--- src/rtl/snn_enc_pkg.sv ---
// Shared types and LFSR helpers for the spike rate encoder.
package snn_enc_pkg;

  typedef enum logic [0:0] {
    ENC_IDLE,
    ENC_PRESENT
  } enc_state_t;

  localparam int unsigned       LFSR_W    = 16;
  localparam logic [LFSR_W-1:0] LFSR_TAPS = 16'hB400;

  // Galois form, right shift: the bit shifted out selects the tap mask.
  function automatic logic [LFSR_W-1:0] lfsr_next(input logic [LFSR_W-1:0] s);
    return s[0] ? ((s >> 1) ^ LFSR_TAPS) : (s >> 1);
  endfunction

endpackage

--- src/rtl/spike_lfsr.sv ---
// 16-bit Galois LFSR that advances on step_i; reloads SEED only on reset.
module spike_lfsr
  import snn_enc_pkg::*;
#(
  parameter logic [LFSR_W-1:0] SEED = 16'hACE1
) (
  input  logic              clk_i,
  input  logic              rst_ni,
  input  logic              step_i,
  output logic [LFSR_W-1:0] value_o
);

  logic [LFSR_W-1:0] lfsr_q;

  always_ff @(posedge clk_i or negedge rst_ni) begin
    if (!rst_ni) begin
      lfsr_q <= SEED;
    end else if (step_i) begin
      lfsr_q <= lfsr_next(lfsr_q);
    end
  end

  assign value_o = lfsr_q;

endmodule

--- src/rtl/spike_rate_encoder.sv ---
// Rate encoder: presents one captured sample as per-input spike trains for WINDOW_LEN cycles.
// Define SPIKE_ENC_DETERMINISTIC_EN to use phase accumulators instead of LFSRs.
module spike_rate_encoder
  import snn_enc_pkg::*;
#(
  parameter int unsigned       NUM_INPUTS = 1,
  parameter int unsigned       PIX_W      = 8,
  parameter int unsigned       WINDOW_LEN = 256,
  parameter logic [LFSR_W-1:0] LFSR_SEED  = 16'hACE1
) (
  input  logic                        clk_i,
  input  logic                        rst_ni,
  input  logic                        pix_valid_i,
  output logic                        pix_ready_o,
  input  logic [NUM_INPUTS*PIX_W-1:0] pix_data_i,
  input  logic                        abort_i,
  output logic [NUM_INPUTS-1:0]       spikes_o,
  output logic                        spike_valid_o,
  output logic                        done_o
);

  localparam int unsigned     CntW  = $clog2(WINDOW_LEN + 1);
  localparam logic [CntW-1:0] TLast = CntW'(WINDOW_LEN - 1);

  enc_state_t                  state_q, state_d;
  logic [CntW-1:0]             t_q, t_d;
  logic [NUM_INPUTS*PIX_W-1:0] pix_q, pix_d;
  logic                        accept, present, last;

  assign present       = (state_q == ENC_PRESENT);
  assign last          = present && (t_q == TLast);
  // Held low during reset even though the state register already reads idle.
  assign pix_ready_o   = rst_ni && (state_q == ENC_IDLE);
  assign accept        = pix_valid_i && pix_ready_o;
  assign spike_valid_o = present;
  assign done_o        = last;

  always_comb begin
    state_d = state_q;
    t_d     = t_q;
    pix_d   = pix_q;
    unique case (state_q)
      ENC_IDLE: begin
        if (accept) begin
          state_d = ENC_PRESENT;
          t_d     = '0;
          pix_d   = pix_data_i;
        end
      end
      ENC_PRESENT: begin
        t_d = t_q + 1'b1;
        if (abort_i || last) begin
          state_d = ENC_IDLE;
        end
      end
      default: state_d = ENC_IDLE;
    endcase
  end

  always_ff @(posedge clk_i or negedge rst_ni) begin
    if (!rst_ni) begin
      state_q <= ENC_IDLE;
      t_q     <= '0;
      pix_q   <= '0;
    end else begin
      state_q <= state_d;
      t_q     <= t_d;
      pix_q   <= pix_d;
    end
  end

  for (genvar i = 0; i < NUM_INPUTS; i++) begin : g_lane
    logic [PIX_W-1:0] pix_i;
    assign pix_i = pix_q[i*PIX_W +: PIX_W];

`ifdef SPIKE_ENC_DETERMINISTIC_EN
    logic [PIX_W-1:0] acc_q;
    logic [PIX_W:0]   sum;

    assign sum         = {1'b0, acc_q} + {1'b0, pix_i};
    assign spikes_o[i] = present && sum[PIX_W];

    always_ff @(posedge clk_i or negedge rst_ni) begin
      if (!rst_ni) begin
        acc_q <= '0;
      end else if (accept) begin
        acc_q <= '0;
      end else if (present) begin
        acc_q <= sum[PIX_W-1:0];
      end
    end
`else
    localparam logic [LFSR_W-1:0] SeedRaw = LFSR_W'(LFSR_SEED + i);
    localparam logic [LFSR_W-1:0] Seed    = (SeedRaw == '0) ? LFSR_W'(1) : SeedRaw;
    localparam logic [LFSR_W-1:0] LoMask  = LFSR_W'((32'd1 << PIX_W) - 32'd1);

    logic [LFSR_W-1:0] lfsr_val;

    spike_lfsr #(
      .SEED(Seed)
    ) u_lfsr (
      .clk_i  (clk_i),
      .rst_ni (rst_ni),
      .step_i (present),
      .value_o(lfsr_val)
    );

    // Only the low PIX_W bits of the LFSR take part in the comparison.
    assign spikes_o[i] = present && ((lfsr_val & LoMask) < LFSR_W'(pix_i));
`endif
  end

endmodule
--- config.mk ---
export PLATFORM = sky130hd
export DESIGN_NAME = spike_rate_encoder
export DESIGN_NICKNAME = d
export VERILOG_FILES = /design/src/rtl/snn_enc_pkg.sv /design/src/rtl/spike_lfsr.sv /design/src/rtl/spike_rate_encoder.sv
export SDC_FILE = /design/constraint.sdc
export NUM_CORES = 1
export LEC_CHECK = 0
export BUFFER_PORTS_ARGS = -buffer_cell sky130_fd_sc_hd__buf_2
export CAP_MARGIN = 0
export CORE_ASPECT_RATIO = 1.4
export CORE_MARGIN = 2
export CORE_UTILIZATION = 35
export CTS_BUF_LIST = sky130_fd_sc_hd__clkbuf_2 sky130_fd_sc_hd__clkbuf_4 sky130_fd_sc_hd__clkbuf_8
export CTS_CLUSTER_DIAMETER = 30
export CTS_CLUSTER_SIZE = 8
export DETAILED_ROUTE_END_ITERATION = 12
export MAX_ROUTING_LAYER = met4
export PLACE_DENSITY = 0.6
export SLEW_MARGIN = 0
export SYNTH_ARGS = -nofsm -noshare
export SYNTH_HDL_FRONTEND = slang
export SYNTH_SLANG_ARGS = --single-unit
--- constraint.sdc ---
create_clock -name clk_i -period 1.7 [get_ports clk_i]
set_input_delay 0.17 -clock clk_i [delete_from_list [all_inputs] [get_ports clk_i]]
set_output_delay 0.17 -clock clk_i [all_outputs]
set_load 0.02 [all_outputs]
==> results by group <==
Routing
  • Routed WL: around 3.0 mm
  • Vias per cell: around 5
  • Wirelength per Cell: ~14 µm
  • Drt pass-1 iters: 4
  • Iter 0 DRT Violations: 25
  • Antenna-violating nets left: 0
  • Vias: about 1100
  • Residual DRC: 0

Logic synthesis
  • Syn Std Cell Area: 0.00164 mm²
  • Synth Area in Compound Gates: 0.0977
  • Register area share after synthesis: 0.525
  • Synth warn: 0
  • Proportion of synthesized area in mux cells: 0.150
  • Synth top area share: 0.397
  • #FFs+latches synth: 34
  • Synth top area cells: dfrtp_1 40%, dfstp_2 13%, mux2_2 12%
  • Synth Area in XOR/XNOR: 0.0214
  • Post-Synthesis Cells: around 130
  • Post-Synth Adder-Cell Area: 0.0687
  • Synth Area per Inst: 12.5 µm²
  • Main combinational cell family by area after synthesis: multiplexers
  • Syn_nets: 152
  • Simple-gate share of the synthesized area: 0.0901
  • Area leader, netlist: dfrtp_1
  • Distinct cells, synth: 33

Cells and area
  • Syn-to-layout area delta: 22.4%
  • Most frequent cells in the layout: 26 x dfrtp_1, 17 x mux2_2, 12 x buf_2
  • Finished Layout Cells: ~220
  • Most common cell after layout, fill and taps aside: dfrtp_1
  • Final #Nets: 180
  • ANT cells: 0
  • Layout cells sized above 1: 0.463

Place
  • Buffers on Ports: 15
  • Placed cells: around 210
  • Gp weighted congestion: between 0.7 and 0.8
  • Setup WS pre-CTS: -0.0374 ns
  • Final HPWL DP: about 2.2 mm

Global route
  • Antenna violations before repair: 0
  • Aggregate global routing overflow: 0
  • Tot GR Track Use: 0.135
  • Busiest grt layer: met2
  • Vias in the first global route: roughly 1200
  • Met2 usage: 0.226
  • Pin count of the biggest net entering global routing: 25
  • Met1 Resource Use GR: 0.138
  • Met3 Resource Use GR: 0.0412
  • First-pass GRT wire length: about 5 mm

Power
  • Leakage power: a little under 0.9 nW
  • Power density over the cells: between 1000 and 1500 mW/mm²
  • Total Power: about 0.003 W
  • VDD IR max: approximately 0.00049 V

CTS
  • H-tree depth: 2
  • Max clock buf depth: 2
  • Total CTS buffers: 5
  • Clock slew at reported path FFs: around 0.06 ns
  • Total clock sinks: 34
  • CTS tree: yes
  • Worst-skew pair later-pin latency: approximately 0.28 ns
  • Clk root buf: clkbuf_8

Worst setup path
  • Crit path depth: 5
  • Slowest stage delay, CP: approximately 0.35 ns
  • Critical-path maximum fanout: 2
  • Slowest CP cell: dfrtp_1
  • CP arrival: between 1.5 and 2 ns
  • WS Path Type: reg2out
  • Worst EP required: roughly 1.5 ns
  • CP Capture Type: output port
  • Reg2reg path depth: 2
  • Worst path cell trace: inv_1 > ha_1 > o2111a_1 > a2111oi_4 > buf_4
  • Worst Path Buf+Inv: 2
  • Startpoint types: flop
  • Crit-path leading delay family: compound AO/OA/AOI/OAI gates

STA
  • Endpoints failing setup: 1
  • Slew headroom: 0.746
  • Period minus WS final: around 1.9 ns
  • Fmax: approximately 520 MHz
  • Setup slack after layout: -0.234 ns
  • Clock skew: around 0.0044 ns
  • Fin crit share: 1.14
  • RSZ-0062 raised after global routing: yes
  • Pins over their slew limit: 0
  • Final hold viol count: 0
  • Slew @ Worst Pin: around 0.38 ns

Die
  • Boundary Pins: 16
  • Die Span Y: around 85 µm
  • Die width: between 60 and 70 µm
  • Die ar.: 0.00525 mm²
  • Row count: 29
  • Starting density of the core: 0.361
  • CORE AREA: 0.00454 mm²

Outcome
  • Failing checks: setup timing
  • Outcome: finished, violations left

Worst hold path
  • Hold crit path type: in2reg
  • Hold path depth: 2

Flow run
  • MaxCap Viol Count: 0
worst reg2reg max path: stages (launching register included):
cell,delay (ns)
dfrtp_1,0.57
nand3b_4,0.35
mux2_2,0.37
where the power goes:
part / switching, W / internal (W) / total (W)
combinational: 0.000406 / 0.000549 / 0.000955
sequential: 0.000206 / 0.00115 / 0.00135
clock: 0.000267 / 0.000342 / 0.000609
total: 0.000879 / 0.00204 / 0.00292
sequential cells by signal (all words and copies together), names as in the netlist:
signal and flops:
g_lane.u_lfsr.value_o 16, g_lane.pix_i 8, spike_valid_o 1, t_q 9
final timing paths:
path                                    start                            to  slack (ns)
setup reg to reg                spike_valid_o            g_lane[0].pix_i[7]        0.30
max in group asynchronous              rst_ni  g_lane[0].u_lfsr.value_o[13]        0.78
hold / removal                        abort_i                 spike_valid_o        0.08
min in group asynchronous              rst_ni                        t_q[2]        0.31
hold reg to reg                        t_q[7]                        t_q[7]        0.49
setup / recovery           g_lane[0].pix_i[4]                      spikes_o       -0.23
routing by layer:
metal  part of all wire  routed length, µm
met5                  0                  0
met4              0.025                 74
met3              0.029                 87
met2               0.54               1640
met1               0.40               1210
cells by family (layout without fill, tap and decap cells):
group | Yosys count | after routing
adders and majority gates | 9 | 9
muxes | 22 | 22
xor gates and xnor gates | 4 | 4
AOI/OAI and AO/OA | 23 | 23
buffers and inverters | 14 | 43
and+or+nand+nor | 25 | 25
DFF | 34 | 34
final cells by class:
cell class,count,area [µm²]
well taps,62,77.6
multi-input cells,83,767
flip-flops and latches,34,861
clock inverters,1,5.00
inverters,9,33.8
fillers,423,2530
clock buffers,7,90.1
repair buffers,26,171
cells in the mapped netlist (all sizes together):
master / n
o41ai: 1
mux2i: 1
buf: 5
o2111a: 1
xor2: 1
nand3b: 1
nand4: 1
o31ai: 2
dfrtp: 26
inv: 9
a2bb2oi: 1
o21ai: 8
o211ai: 2
o311ai: 1
nor3b: 1
nand2: 8
dfstp: 8
mux2: 21
a21oi: 5
ha: 9
xnor2: 3
nor3: 2
a2111oi: 1
a211oi: 1
and2: 1
nand3: 4
nor2b: 4
nor2: 3
per-stage QoR:
stage / setup TNS [ns] / utilization / instance area, µm² / hold slack (ns)
floorplan: 0 / - / 1650 / -0.126
global placement: -0.0177 / 0.397 / 1800 / 0.0786
detailed placement: -0.0374 / 0.397 / 1800 / 0.0936
CTS: -0.255 / 0.439 / 1990 / 0.0663
global route: -0.432 / 0.442 / 2010 / 0.0691
finish: -0.234 / 0.442 / 2010 / 0.0750
what timing repair did:
item                                   CTS  global route
endpoints found under the hold margin   10             0
setup buffers                            5             0
hold buffers                             1             0
pin swaps                                7             0
setup endpoints to repair                2             3
resized for setup                       12             2
(Power assumes the default switching activity.)
